File: src/rtl/reg_pkg.sv
// ============================================================================
// Module      : reg_pkg
// Description : Shared types and default sizes for RegFile and its dump
//               master. Contents: FSM state encoding for the dump master,
//               default data width (DEF_W) and address width (DEF_D).
// Revision    : 1.0 - initial release
// ============================================================================
`default_nettype none

package reg_pkg;

  localparam int DEF_W = 8;  // data path width, matches RegFile
  localparam int DEF_D = 3;  // address width, 2**DEF_D registers

  typedef enum logic [1:0] {
    IDLE  = 2'd0,
    SCAN  = 2'd1,
    DRAIN = 2'd2
  } dump_state_t;

endpackage

`default_nettype wire

File: src/rtl/reg_file_dump_if.sv
// ============================================================================
// Module      : reg_file_dump_if
// Description : Bus bundle between the dump master, its RegFile read port and
//               the downstream consumer.
//   master : dump engine side (drives raddr and the dump output stream)
//   slave  : environment side (control, RegFile read data, dump_ready)
//   start/abort            : dump request / cancel
//   first_addr/last_addr   : inclusive register range, may wrap
//   raddr/rdata            : RegFile read port (combinational data)
//   dump_valid/dump_ready  : output stream handshake
//   dump_data/addr/last    : output word, its source address, final marker
//   busy/done              : dump in progress / one-cycle completion pulse
// Revision    : 1.0 - initial release
// ============================================================================
`default_nettype none

interface reg_file_dump_if
  import reg_pkg::*;
#(
  parameter int W = DEF_W,
  parameter int D = DEF_D
);

  logic         start;
  logic         abort;
  logic [D-1:0] first_addr;
  logic [D-1:0] last_addr;
  logic [D-1:0] raddr;
  logic [W-1:0] rdata;
  logic         dump_valid;
  logic         dump_ready;
  logic [W-1:0] dump_data;
  logic [D-1:0] dump_addr;
  logic         dump_last;
  logic         busy;
  logic         done;

  modport master (
    input  start, abort, first_addr, last_addr, rdata, dump_ready,
    output raddr, dump_valid, dump_data, dump_addr, dump_last, busy, done
  );

  modport slave (
    output start, abort, first_addr, last_addr, rdata, dump_ready,
    input  raddr, dump_valid, dump_data, dump_addr, dump_last, busy, done
  );

endinterface

`default_nettype wire

File: src/rtl/reg_file_dump.sv
// ============================================================================
// Module      : reg_file_dump
// Description : Read-side master for RegFile. Walks an inclusive, possibly
//               wrapping, address range on one read port and streams each
//               register over a valid/ready handshake. Never writes.
//   i_clk : clock, all state on posedge
//   i_rst : asynchronous active-high reset
//   bus   : reg_file_dump_if.master (control, read port, output stream)
// Revision    : 1.0 - initial release
// ============================================================================
`default_nettype none

module reg_file_dump
  import reg_pkg::*;
#(
  parameter int W = DEF_W,
  parameter int D = DEF_D
) (
  input  wire logic        i_clk,
  input  wire logic        i_rst,
  reg_file_dump_if.master  bus
);

  dump_state_t  r_state;
  dump_state_t  w_next_state;

  logic [D-1:0] r_addr;
  logic [D:0]   r_remaining;   // one extra bit so a full 2**D dump fits
  logic [W-1:0] r_data;
  logic [D-1:0] r_daddr;
  logic         r_valid;
  logic         r_last;
  logic         r_busy;
  logic         r_done;

  logic [D-1:0] w_span;
  logic [D:0]   w_count;
  logic         w_start;
  logic         w_abort;
  logic         w_handshake;
  logic         w_capture;
  logic         w_final_hs;

  // Range length wraps modulo 2**D; last == first-1 yields the full file.
  assign w_span      = bus.last_addr - bus.first_addr;
  assign w_count     = {1'b0, w_span} + {{D{1'b0}}, 1'b1};

  assign w_start     = bus.start && (r_state == IDLE);
  assign w_abort     = bus.abort && (r_state != IDLE);
  assign w_handshake = r_valid && bus.dump_ready;
  // The output slot can take a new word when empty or emptying this cycle.
  assign w_capture   = (r_state == SCAN) && (!r_valid || bus.dump_ready);
  assign w_final_hs  = (r_state == DRAIN) && w_handshake && !bus.abort;

  // --------------------------------------------------------------------------
  // FSM state register
  // --------------------------------------------------------------------------
  always_ff @(posedge i_clk or posedge i_rst) begin
    if (i_rst) begin
      r_state <= IDLE;
    end else begin
      r_state <= w_next_state;
    end
  end

  // --------------------------------------------------------------------------
  // FSM next state; abort outranks capture and handshake
  // --------------------------------------------------------------------------
  always_comb begin
    w_next_state = r_state;
    case (r_state)
      IDLE: begin
        if (bus.start) begin
          w_next_state = SCAN;
        end
      end
      SCAN: begin
        if (bus.abort) begin
          w_next_state = IDLE;
        end else if (w_capture && (r_remaining == {{D{1'b0}}, 1'b1})) begin
          w_next_state = DRAIN;
        end
      end
      DRAIN: begin
        if (bus.abort) begin
          w_next_state = IDLE;
        end else if (w_handshake) begin
          w_next_state = IDLE;
        end
      end
      default: w_next_state = IDLE;
    endcase
  end

  // --------------------------------------------------------------------------
  // Address walker and output register
  // --------------------------------------------------------------------------
  always_ff @(posedge i_clk or posedge i_rst) begin
    if (i_rst) begin
      r_addr      <= '0;
      r_remaining <= '0;
      r_data      <= '0;
      r_daddr     <= '0;
      r_valid     <= 1'b0;
      r_last      <= 1'b0;
      r_busy      <= 1'b0;
      r_done      <= 1'b0;
    end else begin
      r_done <= w_final_hs;
      r_busy <= (w_next_state != IDLE);
      if (w_abort) begin
        r_valid <= 1'b0;
        r_last  <= 1'b0;
      end else begin
        if (w_start) begin
          r_addr      <= bus.first_addr;
          r_remaining <= w_count;
        end
        if (w_capture) begin
          // Rdata is combinational from RegFile for the current r_addr.
          r_data      <= bus.rdata;
          r_daddr     <= r_addr;
          r_valid     <= 1'b1;
          r_last      <= (r_remaining == {{D{1'b0}}, 1'b1});
          r_addr      <= r_addr + {{(D-1){1'b0}}, 1'b1};
          r_remaining <= r_remaining - {{D{1'b0}}, 1'b1};
        end else if (w_handshake) begin
          r_valid <= 1'b0;
          r_last  <= 1'b0;
        end
      end
    end
  end

  assign bus.raddr      = r_addr;
  assign bus.dump_valid = r_valid;
  assign bus.dump_data  = r_data;
  assign bus.dump_addr  = r_daddr;
  assign bus.dump_last  = r_last;
  assign bus.busy       = r_busy;
  assign bus.done       = r_done;

endmodule

`default_nettype wire

File: src/flat_wrapper.sv
// flat-port wrapper written by rule: the top's interface ports become plain ports
module reg_file_dump_flat import reg_pkg::*;
#(
  parameter int W = DEF_W,
  parameter int D = DEF_D
)
  (i_clk, i_rst, bus_start, bus_abort, bus_first_addr, bus_last_addr, bus_rdata, bus_dump_ready, bus_raddr, bus_dump_valid, bus_dump_data, bus_dump_addr, bus_dump_last, bus_busy, bus_done);
  reg_file_dump_if #(.W(W), .D(D)) bus_i ();
  input  wire logic i_clk;
  input  wire logic i_rst;
  input wire logic [$bits(bus_i.start)-1:0] bus_start;
  input wire logic [$bits(bus_i.abort)-1:0] bus_abort;
  input wire logic [$bits(bus_i.first_addr)-1:0] bus_first_addr;
  input wire logic [$bits(bus_i.last_addr)-1:0] bus_last_addr;
  input wire logic [$bits(bus_i.rdata)-1:0] bus_rdata;
  input wire logic [$bits(bus_i.dump_ready)-1:0] bus_dump_ready;
  output wire logic [$bits(bus_i.raddr)-1:0] bus_raddr;
  output wire logic [$bits(bus_i.dump_valid)-1:0] bus_dump_valid;
  output wire logic [$bits(bus_i.dump_data)-1:0] bus_dump_data;
  output wire logic [$bits(bus_i.dump_addr)-1:0] bus_dump_addr;
  output wire logic [$bits(bus_i.dump_last)-1:0] bus_dump_last;
  output wire logic [$bits(bus_i.busy)-1:0] bus_busy;
  output wire logic [$bits(bus_i.done)-1:0] bus_done;
  assign bus_i.start = bus_start;
  assign bus_i.abort = bus_abort;
  assign bus_i.first_addr = bus_first_addr;
  assign bus_i.last_addr = bus_last_addr;
  assign bus_i.rdata = bus_rdata;
  assign bus_i.dump_ready = bus_dump_ready;
  assign bus_raddr = bus_i.raddr;
  assign bus_dump_valid = bus_i.dump_valid;
  assign bus_dump_data = bus_i.dump_data;
  assign bus_dump_addr = bus_i.dump_addr;
  assign bus_dump_last = bus_i.dump_last;
  assign bus_busy = bus_i.busy;
  assign bus_done = bus_i.done;
  reg_file_dump #(.W(W), .D(D)) u_core (.i_clk(i_clk), .i_rst(i_rst), .bus(bus_i));
endmodule
File: config.mk
export PLATFORM = sky130hd
export DESIGN_NAME = reg_file_dump_flat
export DESIGN_NICKNAME = d
export VERILOG_FILES = /design/src/rtl/reg_pkg.sv /design/src/rtl/reg_file_dump_if.sv /design/src/rtl/reg_file_dump.sv /design/src/flat_wrapper.sv
export SDC_FILE = /design/constraint.sdc
export NUM_CORES = 1
export LEC_CHECK = 0
export CAP_MARGIN = 20
export CORE_MARGIN = 3
export CORE_UTILIZATION = 42
export CTS_CLUSTER_DIAMETER = 200
export DETAILED_ROUTE_END_ITERATION = 6
export PLACE_DENSITY = 0.75
export SLEW_MARGIN = 10
export SYNTH_ARGS = -nofsm -noshare
export SYNTH_HDL_FRONTEND = slang
export SYNTH_SLANG_ARGS = --single-unit
File: constraint.sdc
create_clock -name i_clk -period 1.4 [get_ports i_clk]
set_input_delay 0.14 -clock i_clk [delete_from_list [all_inputs] [get_ports i_clk]]
set_output_delay 0.14 -clock i_clk [all_outputs]
set_load 0.05 [all_outputs]
==> metrics.md <==
| Metric | Value |
|---|---|
| Final setup skew | 0.0126 ns |
| Share of layout cells above drive strength 1 | 50.9% |
| Total of max-cap violations | 0 |
| Initial core utilization | 45.2% |
| Async SR Flop Fraction | 100% |
| Router iterations before antenna repair | 4 |
| Bufs and invs on worst path | 2 |
| Total congestion overflow | 0 |
| R2R cell count | 7 |
| Xor and xnor area share after synthesis | 2.45% |
| Hold_buf cts | 0 |
| Status | finished with violations |
| Area contributors post-synth | dfrtp_1, mux2_2, ha_1 |
| Detail Route Antenna Nets | 0 |
| CP Launch Type | register |
| Worst path arrival time | 1.70 ns |
| Gr usage total | between 10% and 20% |
| DR vias | 1174 |
| Pin count of the biggest net entering global routing | 25 |
| Mapped Avg Cell Area | roughly 11 um2 |
| Lkg Pwr | 0.000964 uW |
| Area of the multi-input gates | 781 um2 |
| Clock latency on the worst-skew pair | approximately 0.33 ns |
| Synth Flop Type | dfrtp_1 |
| Iter 0 DRT Violations | 36 |
| CP max stage cell | dfrtp_1 |
| Initial antenna violation count | 0 |
| Worst Hold Class | in2async |
| Count leader, synth | dfrtp_1 |
| PortBufs | 36 |
| #FFs+latches synth | 24 |
| ANT cells | 0 |
| Part of the cycle the worst path needs | 103% |
| Slew @ Worst Pin | between 0.3 and 0.4 ns |
| Netlist cell types | 38 |
| DRC Markers | 0 |
| # fillers | 193 |
| Routed vias/inst | 5.70 |
| Die H | 61.2 um |
| R2r setup slk | -0.04 ns |
| CTS H-Tree Depth | 1 |
| # IOs | 37 |
| Pwr Density | 2500 nW/um2 |
| Top cell family by delay on the critical path | flip-flops |
| EDFF count, synth | 0 |
| Final net count | 201 |
| Clk buf depth | 2 |
| First-pass GRT wire length | 5.22 mm |
| FF/Latch Area | just over 600 um2 |
| Area growth syn-to-layout | 64.4% |
| Type of the worst setup path | reg2reg |
| Setup violators final | 12 |
| CTS tree | built |
| Place WS | -0.874 ns |
| Cell chain of the critical path | inv_2, ha_4, nor3b_4, buf_6, o211a_1, nor2_2, o22ai_1 |
| Crit-path max FO | 3 |
| Total core area | 2830 um2 |
| RSZ-0062 raised after global routing | true |
| Max incr delay on CP | about 0.42 ns |
| Slew headroom | about three quarters |
| Sequential share of the synthesized area | 47.0% |
| Mapped Nets | 139 |
| Vias in the first global route | 1114 |
| CTS Root Cell | clkbuf_4 |
| Die width | 61.2 um |
| Min cycle time layout | 1.44 ns |
| Die footprint | between 3000 and 4000 um2 |
| Clk sinks | 24 |
| Violated checks | setup timing |
| GPL Wtd Cong | 0.942 |
| Critical path depth | 7 |
| Required time of the critical path | ~1.7 ns |
| YS warnings | 0 |
| CP Capture Type | register |
| CP Capture Point | u_core.bus.busy |
| Max IR drop VDD | 1240 uV |
| Synth Area in Simple Gates | 13.8% |
| Multiplexer share of the synthesized area | 10.9% |
| Max-slew violations | 0 |
| Worst R2R End | u_core.bus.busy |
| Adder-Cell Fraction of Synth Area | 6.46% |
| Total Routed Length | ~3.7 mm |
| Commonest cells post-synth | dfrtp_1, mux2_2, inv_1 |
| Synth Instances | 114 |
| Fmax | 692 MHz |
| Largest family of logic cells by synthesized area | compound AO/OA/AOI/OAI gates |
| Crit path from | u_core.r_remaining[1] |
| CTS clock-pin slew for the worst setup and hold paths | about 0.14 ns |
| Row Count | 19 |
| Final Power | roughly 5300 uW |
| DP Wirelength | 2.37 mm |
| Final WS setup | -0.0446 ns |
| Area leader, netlist | dfrtp_1 |
| R2R Path Start | u_core.r_remaining[1] |
| Synth Area in Compound Gates | between 10% and 20% |
| Post-synth design cell area | 1280 um2 |
| Yosys top cell area share | a little under half |
| Inserted Clock Buffers | 3 |
| Post-DR wirelength/cell | 18.1 um |
| Hold Vio Cnt, Final | 0 |
[worst min-delay path: cells and delay by family]
kind / cells / cell delay [ns]
buffers and inverters: 3 / 0.74
[where the power goes]
| group | internal, uW | switching (uW) |
|---|---|---|
| clock | 290 | 218 |
| combinational | 1580 | 1860 |
| sequential | 1010 | 297 |
[area by class of cell]
| cell class | instances | area share, % |
|---|---|---|
| multi-input combinational | 77 | 37.1 |
| sequential | 24 | 28.7 |
| timing repair buffer | 60 | 27.4 |
| inverter | 10 | 2.38 |
| tap | 31 | 1.85 |
| clock inverter | 1 | 1.43 |
| clock buffer | 3 | 1.07 |
[how the worst min path moves through the flow]
stage                                  from  cells after the start  slack (ns)                       to
floorplan                             i_rst                      1        0.15          u_core.bus.busy
global placement    u_core.bus.dump_data[0]                      1        0.49  u_core.bus.dump_data[0]
detailed placement  u_core.bus.dump_data[6]                      1        0.49  u_core.bus.dump_data[6]
CTS                       bus_first_addr[0]                      3        0.13      u_core.bus.raddr[0]
global route              bus_first_addr[0]                      3        0.14      u_core.bus.raddr[0]
finish                                i_rst                      3        0.14     u_core.bus.dump_last
[routing by layer]
layer	wire [um]	global-route usage (%)	share of wire [%]	up-vias
met1	1430	23.1	38	584
met5	0	0	0	-
met3	227	3.56	6.1	11
met4	88	7.74	2.4	0
met2	1990	32.6	53	50
li1	-	-	-	529
[flip-flops by register name (all words and copies together) (netlist names)]
signal	flops
u_core.r_remaining	4
u_core.bus.done	1
u_core.bus.dump_data	8
u_core.bus.dump_last	1
u_core.bus.dump_valid	1
u_core.bus.dump_addr	3
u_core.r_state	2
u_core.bus.raddr	3
u_core.bus.busy	1
[kinds of logic after synthesis]
| logic type | after synthesis |
|---|---|
| XOR/XNOR | 2 |
| flip-flops | 24 |
| buffers and inverters | 13 |
| multiplexers | 12 |
| AND/OR/NAND/NOR | 29 |
| AO/OA/AOI/OAI | 28 |
| adder cells (fa/ha/maj) | 6 |
[through the flow]
step | instances | TNS (ns) | hold WS, ns | instance area (um2) | utilization [%]
3_3_place_gp | 196 | -4.81 | 0.491 | 1880 | 66.6
6_report | 206 | -0.115 | 0.136 | 2100 | 74.3
4_1_cts | 202 | 0 | 0.127 | 1980 | 69.9
3_5_place_dp | 196 | -4.83 | 0.494 | 1880 | 66.6
5_1_grt | 206 | -0.905 | 0.139 | 2100 | 74.3
2_1_floorplan | 114 | -0.946 | 0.155 | 1350 | -
[cells in the final DEF, fill, tap and decap left out, drive strengths merged, types with 2 or more instances in the layout]
cell / Yosys / final
o22ai: 3 / 3
dfrtp: 24 / 24
buf: 2 / 44
clkbuf: 1 / 3
inv: 10 / 10
nor4: 2 / 2
dlygate4sd2: 0 / 2
ha: 5 / 5
nor3: 3 / 3
a31oi: 3 / 3
nor2: 8 / 8
clkdlybuf4s50: 0 / 14
nand2: 3 / 3
o21ai: 6 / 6
a21oi: 8 / 8
nor2b: 2 / 2
mux2: 12 / 12
a211oi: 2 / 2
nand2b: 4 / 4
nor3b: 2 / 2
[repair_timing]
item | in CTS | in global routing
resized for setup | 21 | 23
buffers inserted | 2 | 4
pin swaps | 2 | 2
gates cloned | 0 | 0
endpoints found under the setup margin | 10 | 21
(Power assumes the default switching activity.)
